===== config.mk =====
export PLATFORM = sky130hd
export DESIGN_NAME = tpe_lane_sequencer_flat
export DESIGN_NICKNAME = d
export VERILOG_FILES = /design/src/rtl/tpe_lane_seq_if.sv /design/src/rtl/tpe_lane_sequencer.sv /design/src/flat_wrapper.sv
export SDC_FILE = /design/constraint.sdc
export NUM_CORES = 1
export LEC_CHECK = 0
export CAP_MARGIN = 20
export CORE_ASPECT_RATIO = 1.25
export CORE_MARGIN = 2
export CORE_UTILIZATION = 48
export CTS_CLUSTER_SIZE = 25
export DETAILED_ROUTE_END_ITERATION = 10
export PLACE_DENSITY = 0.87
export SETUP_SLACK_MARGIN = 0.15
export SYNTH_ARGS = -nofsm -noshare
export SYNTH_HDL_FRONTEND = slang
export SYNTH_SLANG_ARGS = --single-unit

===== constraint.sdc =====
create_clock -name clk -period 7.3 [get_ports clk]
set_clock_uncertainty 0.05 [all_clocks]
set_input_delay 1.46 -clock clk [delete_from_list [all_inputs] [get_ports clk]]
set_output_delay 1.46 -clock clk [all_outputs]
set_load 0.02 [all_outputs]

===== src/rtl/tpe_lane_seq_if.sv =====
// Command, completion and operand-read bundle of the TPE lane sequencer.
// The sequencer uses the slave modport; the fabric/memory side uses master.
interface tpe_lane_seq_if #(
    parameter int LANES  = 8,
    parameter int ADDR_W = 10,
    parameter int LEN_W  = 16
);
    logic              cmd_valid;
    logic              cmd_ready;
    logic [ADDR_W-1:0] cmd_w_base;
    logic [ADDR_W-1:0] cmd_x_base;
    logic [LEN_W-1:0]  cmd_len;
    logic [31:0]       cmd_hints;

    logic                 mem_rd_en;
    logic [ADDR_W-1:0]    mem_w_addr;
    logic [ADDR_W-1:0]    mem_x_addr;
    logic [2*LANES-1:0]   mem_w_data;
    logic [2*LANES-1:0]   mem_x_data;

    logic        done_valid;
    logic        done_ready;
    logic [31:0] done_cycles;

    modport master (
        output cmd_valid, cmd_w_base, cmd_x_base, cmd_len, cmd_hints,
        input  cmd_ready,
        input  mem_rd_en, mem_w_addr, mem_x_addr,
        output mem_w_data, mem_x_data,
        input  done_valid, done_cycles,
        output done_ready
    );

    modport slave (
        input  cmd_valid, cmd_w_base, cmd_x_base, cmd_len, cmd_hints,
        output cmd_ready,
        output mem_rd_en, mem_w_addr, mem_x_addr,
        input  mem_w_data, mem_x_data,
        output done_valid, done_cycles,
        input  done_ready
    );
endinterface


===== src/rtl/tpe_lane_sequencer.sv =====
// Job sequencer for a row of ternary lane ALUs: clear, stream operands, drain, report.
// Optional zero-operand lane-step counter is built when TPE_SEQ_SKIP_COUNT_EN is defined.

// One lane's operand register; the unused trit code 2'b11 is sanitised to zero.
module tpe_lane_slot (
    input  logic       clk,
    input  logic       reset,
    input  logic       load,
    input  logic [1:0] w_in,
    input  logic [1:0] x_in,
    output logic [1:0] w_q,
    output logic [1:0] x_q
);
    always_ff @(posedge clk or posedge reset) begin
        if (reset) begin
            w_q <= 2'b00;
            x_q <= 2'b00;
        end else if (load) begin
            w_q <= (w_in == 2'b11) ? 2'b00 : w_in;
            x_q <= (x_in == 2'b11) ? 2'b00 : x_in;
        end
    end
endmodule

module tpe_lane_sequencer #(
    parameter int LANES  = 8,
    parameter int ADDR_W = 10,
    parameter int LEN_W  = 16
) (
    input  logic               clk,
    input  logic               reset,
    tpe_lane_seq_if.slave      bus,
    input  logic               pause,
    output logic [2*LANES-1:0] lane_weight,
    output logic [2*LANES-1:0] lane_trit,
    output logic [31:0]        lane_hints,
    output logic               lane_enable,
    output logic               lane_clear,
    output logic               busy,
    output logic [31:0]        skip_count
);
    localparam int STAGES = 2;

    typedef enum logic [2:0] {S_IDLE, S_CLEAR, S_STREAM, S_DRAIN, S_DONE} state_t;

    state_t            state, state_nx;
    logic [ADDR_W-1:0] w_ptr, x_ptr;
    logic [LEN_W-1:0]  rem;
    logic [STAGES:0]   vld_pipe;
    logic [31:0]       cyc_q;
    logic              done_q;
    logic              accept, issue, ack;

    logic [LANES-1:0][1:0] w_lane, x_lane;

    assign accept      = bus.cmd_valid && (state == S_IDLE);
    assign issue       = (state == S_STREAM) && !pause;
    assign ack         = done_q && bus.done_ready;
    assign vld_pipe[0] = issue;

    assign bus.cmd_ready   = (state == S_IDLE);
    assign bus.mem_rd_en   = issue;
    assign bus.mem_w_addr  = w_ptr;
    assign bus.mem_x_addr  = x_ptr;
    assign bus.done_valid  = done_q;
    assign bus.done_cycles = cyc_q;

    assign lane_clear  = (state == S_CLEAR);
    assign busy        = (state != S_IDLE);
    assign lane_enable = vld_pipe[STAGES];
    assign lane_weight = w_lane;
    assign lane_trit   = x_lane;

    always_ff @(posedge clk or posedge reset) begin
        if (reset) state <= S_IDLE;
        else       state <= state_nx;
    end

    always_comb begin
        state_nx = state;
        case (state)
            S_IDLE:   if (accept) state_nx = S_CLEAR;
            S_CLEAR:  state_nx = (rem != '0) ? S_STREAM : S_DONE;
            S_STREAM: if (issue && rem == LEN_W'(1)) state_nx = S_DRAIN;
            // Last issue was two cycles back once stage 1 is empty: its enable is now.
            S_DRAIN:  if (!vld_pipe[1]) state_nx = S_DONE;
            S_DONE:   if (ack) state_nx = S_IDLE;
            default:  state_nx = S_IDLE;
        endcase
    end

    always_ff @(posedge clk or posedge reset) begin
        if (reset) begin
            w_ptr              <= '0;
            x_ptr              <= '0;
            rem                <= '0;
            lane_hints         <= '0;
            vld_pipe[STAGES:1] <= '0;
        end else begin
            vld_pipe[STAGES:1] <= vld_pipe[STAGES-1:0];
            if (accept) begin
                w_ptr      <= bus.cmd_w_base;
                x_ptr      <= bus.cmd_x_base;
                rem        <= bus.cmd_len;
                lane_hints <= bus.cmd_hints;
            end else if (issue) begin
                w_ptr <= w_ptr + ADDR_W'(1);
                x_ptr <= x_ptr + ADDR_W'(1);
                rem   <= rem - LEN_W'(1);
            end
        end
    end

    // done_valid is registered one cycle into DONE; cyc_q freezes on its rise.
    always_ff @(posedge clk or posedge reset) begin
        if (reset) begin
            done_q <= 1'b0;
            cyc_q  <= '0;
        end else begin
            if (ack)                  done_q <= 1'b0;
            else if (state == S_DONE) done_q <= 1'b1;

            if (accept)
                cyc_q <= '0;
            else if (busy && !done_q && cyc_q != 32'hFFFF_FFFF)
                cyc_q <= cyc_q + 32'd1;
        end
    end

    for (genvar i = 0; i < LANES; i++) begin : g_lane
        tpe_lane_slot u_slot (
            .clk   (clk),
            .reset (reset),
            .load  (vld_pipe[1]),
            .w_in  (bus.mem_w_data[2*i +: 2]),
            .x_in  (bus.mem_x_data[2*i +: 2]),
            .w_q   (w_lane[i]),
            .x_q   (x_lane[i])
        );
    end

`ifdef TPE_SEQ_SKIP_COUNT_EN
    localparam int CW = $clog2(LANES + 1);
    logic [CW-1:0] zero_n;
    logic [32:0]   skip_sum;

    always_comb begin
        zero_n = '0;
        for (int i = 0; i < LANES; i++)
            if (w_lane[i] == 2'b00 || x_lane[i] == 2'b00) zero_n = zero_n + CW'(1);
        skip_sum = {1'b0, skip_count} + 33'(zero_n);
    end

    always_ff @(posedge clk or posedge reset) begin
        if (reset)            skip_count <= '0;
        else if (accept)      skip_count <= '0;
        else if (lane_enable) skip_count <= skip_sum[32] ? 32'hFFFF_FFFF : skip_sum[31:0];
    end
`else
    assign skip_count = '0;
`endif
endmodule


===== src/flat_wrapper.sv =====
// flat-port wrapper written by rule: the top's interface ports become plain ports
module tpe_lane_sequencer_flat 
#(
    parameter int LANES  = 8,
    parameter int ADDR_W = 10,
    parameter int LEN_W  = 16
)
  (clk, reset, pause, lane_weight, lane_trit, lane_hints, lane_enable, lane_clear, busy, skip_count, bus_cmd_valid, bus_cmd_w_base, bus_cmd_x_base, bus_cmd_len, bus_cmd_hints, bus_cmd_ready, bus_mem_rd_en, bus_mem_w_addr, bus_mem_x_addr, bus_mem_w_data, bus_mem_x_data, bus_done_valid, bus_done_cycles, bus_done_ready);
  tpe_lane_seq_if #(.LANES(LANES), .ADDR_W(ADDR_W), .LEN_W(LEN_W)) bus_i ();
  input  logic clk;
  input  logic reset;
  input  logic pause;
  output logic [2*LANES-1:0] lane_weight;
  output logic [2*LANES-1:0] lane_trit;
  output logic [31:0] lane_hints;
  output logic lane_enable;
  output logic lane_clear;
  output logic busy;
  output logic [31:0] skip_count;
  input wire logic [$bits(bus_i.cmd_valid)-1:0] bus_cmd_valid;
  input wire logic [$bits(bus_i.cmd_w_base)-1:0] bus_cmd_w_base;
  input wire logic [$bits(bus_i.cmd_x_base)-1:0] bus_cmd_x_base;
  input wire logic [$bits(bus_i.cmd_len)-1:0] bus_cmd_len;
  input wire logic [$bits(bus_i.cmd_hints)-1:0] bus_cmd_hints;
  output wire logic [$bits(bus_i.cmd_ready)-1:0] bus_cmd_ready;
  output wire logic [$bits(bus_i.mem_rd_en)-1:0] bus_mem_rd_en;
  output wire logic [$bits(bus_i.mem_w_addr)-1:0] bus_mem_w_addr;
  output wire logic [$bits(bus_i.mem_x_addr)-1:0] bus_mem_x_addr;
  input wire logic [$bits(bus_i.mem_w_data)-1:0] bus_mem_w_data;
  input wire logic [$bits(bus_i.mem_x_data)-1:0] bus_mem_x_data;
  output wire logic [$bits(bus_i.done_valid)-1:0] bus_done_valid;
  output wire logic [$bits(bus_i.done_cycles)-1:0] bus_done_cycles;
  input wire logic [$bits(bus_i.done_ready)-1:0] bus_done_ready;
  assign bus_i.cmd_valid = bus_cmd_valid;
  assign bus_i.cmd_w_base = bus_cmd_w_base;
  assign bus_i.cmd_x_base = bus_cmd_x_base;
  assign bus_i.cmd_len = bus_cmd_len;
  assign bus_i.cmd_hints = bus_cmd_hints;
  assign bus_cmd_ready = bus_i.cmd_ready;
  assign bus_mem_rd_en = bus_i.mem_rd_en;
  assign bus_mem_w_addr = bus_i.mem_w_addr;
  assign bus_mem_x_addr = bus_i.mem_x_addr;
  assign bus_i.mem_w_data = bus_mem_w_data;
  assign bus_i.mem_x_data = bus_mem_x_data;
  assign bus_done_valid = bus_i.done_valid;
  assign bus_done_cycles = bus_i.done_cycles;
  assign bus_i.done_ready = bus_done_ready;
  tpe_lane_sequencer #(.LANES(LANES), .ADDR_W(ADDR_W), .LEN_W(LEN_W)) u_core (.clk(clk), .reset(reset), .bus(bus_i), .pause(pause), .lane_weight(lane_weight), .lane_trit(lane_trit), .lane_hints(lane_hints), .lane_enable(lane_enable), .lane_clear(lane_clear), .busy(busy), .skip_count(skip_count));
endmodule

==> summary by stage <==
Status
The run finished with clean final reports.

STA
Setup repair after global routing left no endpoint under its margin. Setup violations remaining at the end of the flow were counted as 0. Based on the critical path, the design can be clocked at up to roughly 0.22 GHz. After layout, the worst path uses a little over three fifths of the clock period. The count of pins over their slew limit is 0. For the pin with the worst max-slew slack, the measured transition is slightly above 1 ns.

Summed over all failing endpoints, the final setup total negative slack is 0 ns. The relative slew slack is 32.3%. The hold violation total from the final report is 0. The clock period could shrink to 4.62 ns.

Worst setup path
The critical path's top delay family is buffers and inverters. In this design, the stage delay of the slowest critical-path cell is 0.66 ns. The startpoint of the most critical register-to-register path is u_core.state[2]$_DFFE_PP0P_. The critical path goes through clkdlybuf4s50_1, nor4b_4, buf_4, clkdlybuf4s50_1. On the critical path, the stage with the largest delay is an instance of clkdlybuf4s50_1. In this design, the critical path's most frequently occurring cell is clkdlybuf4s50_1.

The worst path arrival time is around 3.1 ns. The worst setup path is launched from an input pin. The depth of the worst register-to-register path is 7. STA classifies the critical path endpoint as a primary output.

The class of the most critical setup path is in2out. The worst path buffer plus inverter count is 3. The worst register-to-register path ends at u_core.bus.done_cycles[2]$_DFFE_PP0P_.

The reg2reg setup slack is between 4 and 5 ns. The worst-path maximum fanout is 25. The data required time of the worst path is 5.79 ns.

Layout
The total non-filler cell area in the finished layout is between 9000 and 10,000 um^2. The area growth from synthesis to layout is 42.1%. In the final design database the tool counted between 1k and 1.5k nets. The final instance count without filler cells is around 1.1k. The number of filler instances in the final layout is roughly 1.1k. The sequential cell area in the final layout is about 3500 um^2. Cells fill between 60% and 70% of the core in the end. Summing all multi-input logic gate instances after layout gives 2870 um^2. The share of post-route cells with drive strength above 1 is 4.76%. The number of antenna diodes in the final layout is 0.

Place
Once placement completed, the tool counted placed cells totaling between 1k and 1.5k. The count of buffers from port buffering is 226. The final weighted congestion in routability-driven placement is around 0.86. The final HPWL from detailed placement is between 10,000 and 15,000 um. Summing all placed instances gives a cell area of around 9000 um^2.

Hold path
The class of the worst hold path is reg2reg. The worst hold path endpoint is u_core.lane_hints[31]$_DFFE_PP0P_. The source of the worst hold timing path is u_core.lane_hints[31]$_DFFE_PP0P_. Counting instances, the worst hold path has a depth of 2.

Flow run
The tool flagged a number of max-cap violations equal to 0.

Synthesis
The mean instance size in the synthesized netlist is 9.11 um^2. The most common flop cell mapped by yosys is dfrtp_1. The combined area of all synthesized cells is between 6000 and 7000 um^2. The number of library cell types mapped by synthesis is 47. The sequential-to-total area share from yosys stat is 51.2%. Synthesis produced a netlist whose cell count is between 700 and 800. For this run, the number of Yosys warnings is 0.

In the synthesized netlist the async set-or-reset flop fraction comes to 100%. The number of synthesized register bits is between 100 and 150. Counting flops with a built-in enable in the synthesized netlist gives 0.

Die
The total number of placement rows is 48. The die covers 15,000 um^2. The initial standard-cell utilization of the core is 49.1%. In this run the count of I/O pins placed on the die edge is 259. In this run the horizontal extent of the chip is ~110 um.

The core region is approximately 14,000 um^2. The die outline height is 137 um.

CTS
The clock transition at the registers of the reported paths is ~0.060 ns. The H-tree level count is 4. Clock tree synthesis found a total of 138 sinks. The maximum count of clock buffers along a single path is 2. The TritonCTS clock tree is yes.

Clock latency on the worst-skew pair, taken at its later pin, is slightly above 0.4 ns. The master cell of the clock root buffer is clkbuf_16. Buffers added to address setup during post-CTS repair amount to 0. The number of buffers inserted during clock tree synthesis is 17. The number of cells upsized or downsized after cts is 0. The post-cts hold buffer count is 0.

Detailed routing
The first-iteration detailed-routing DRC count is between 300 and 400. The total iterations of the first detailed-routing run is 5. Dividing the detail-routed via count by the number of cells gives between 5 and 6. The via count is approximately 6.0k. The routed wirelength normalized by instance count is around 15 um.

The post-route DRC violation count is 0. The total wire length is approximately 17,000 um. The post-detailed-route count of antenna-violating nets is 0.

Power and ir drop
The power per unit of standard cell area is approximately 370 nW/um^2. The maximum vdd ir drop is roughly 0.25 mV. In this run the static leakage power is approximately 0.0041 uW.

Global routing
The first global-routing pass estimated roughly 28,000 um of wire. The number of global-route vias before repair was between 5k and 6k. The initial antenna violation count came to 0.

The overall overflow remaining after global route is 0. Entering global routing, the biggest net connects 82 pins. The global-route total usage across every layer is a little under a quarter.
==> registers in the layout, indices dropped and copies added, names as in the netlist <==
name                      cells
u_core.bus.mem_w_addr        10
u_core.g_lane.u_slot.w_q     16
u_core.lane_hints            32
u_core.rem                   16
u_core.lane_enable            1
u_core.vld_pipe               1
u_core.bus.done_valid         1
u_core.g_lane.u_slot.x_q     16
u_core.bus.done_cycles       32
u_core.state                  3
u_core.bus.mem_x_addr        10
==> cells in the mapped netlist, drive strengths merged (12+ instances only) <==
cell,instances,area share [%]
a21oi,20,1.5
and3,13,1.2
buf,52,5.1
clkbuf,17,0.96
dfrtp,138,51
inv,39,2.2
nand2,179,10
nand3,25,1.9
nand3b,18,2.0
nor2,21,1.2
nor3,12,0.89
o21ai,59,4.4
o22ai,17,1.6
xnor2,15,1.9
xor2,14,1.8
==> per-stage QoR <==
stage / setup slack [ns] / power, uW / hold WS, ns
6_report: 2.68 / 3550 / 0.424
5_1_grt: 2.59 / 3780 / 0.449
4_1_cts: 2.67 / 3590 / 0.427
3_5_place_dp: 2.68 / 2750 / 0.412
3_3_place_gp: 2.69 / 2690 / 0.406
2_1_floorplan: 2.09 / 2080 / 0.356
==> cell type report <==
class	count	share of cell area (%)
Timing Repair Buffer	231	24.2
Tap cell	175	2.28
Clock inverter	12	1.19
Clock buffer	20	4.76
Multi-Input combinational cell	526	30.0
Sequential cell	138	36.0
Inverter	39	1.58
==> where the power goes <==
part,internal [uW],switching [uW]
logic,656,802
registers,1030,238
clock network,490,334
total,2180,1370
==> kinds of logic after synthesis <==
logic type                 Yosys count  share of synthesized area [%]
xor gates and xnor gates            29                           3.76
DFF                                138                           51.2
muxes                               10                           1.48
and+or+nand+nor                    323                           23.3
other                                1                         0.0556
AOI/OAI and AO/OA                  126                           10.9
adders and majority gates            6                           1.11
buffers and inverters              108                           8.19
==> layout by cell type (no fill, tap or decap), types with 5 or more instances in the layout <==
cell and instances:
clkbuf_16 17, and3_1 13, o31ai_1 11, dfrtp_1 137
ha_1 6, inv_1 37, mux2i_1 10, xor2_1 14
nand2_1 178, inv_6 5, nand3b_1 18, xnor2_1 15
o21ai_0 58, a21oi_1 20, or4_1 10, clkdlybuf4s50_1 226
o22ai_1 17, conb_1 32, nand3_1 24, nand4_1 10
nor2_1 21, and4_1 11, or3_1 10, nor3_1 12
==> routing by layer <==
metal / vias up / routed length (um) / GRT usage (%)
li1: 2896 / - / -
met1: 2862 / 6630 / 27.5
met2: 196 / 8910 / 40.5
met3: 39 / 1100 / 5.62
met4: 0 / 598 / 11.0
met5: - / 0 / 0
==> how the worst max path moves through the flow <==
stage,start,depth (start not counted),to
4_1_cts,pause,4,bus_mem_rd_en
2_1_floorplan,reset,1,u_core.bus.done_cycles[0]$_DFFE_PP0P_
3_3_place_gp,pause,4,bus_mem_rd_en
6_report,pause,4,bus_mem_rd_en
3_5_place_dp,pause,4,bus_mem_rd_en
5_1_grt,pause,4,bus_mem_rd_en
==> worst min-delay path, delay by kind of cell (launching register included) <==
| family | cells | cell delay, ns |
|---|---|---|
| flip-flops | 1 | 0.34 |
| AND/OR/NAND/NOR | 2 | 0.10 |
Note: power is estimated with default switching activity, not from simulation.
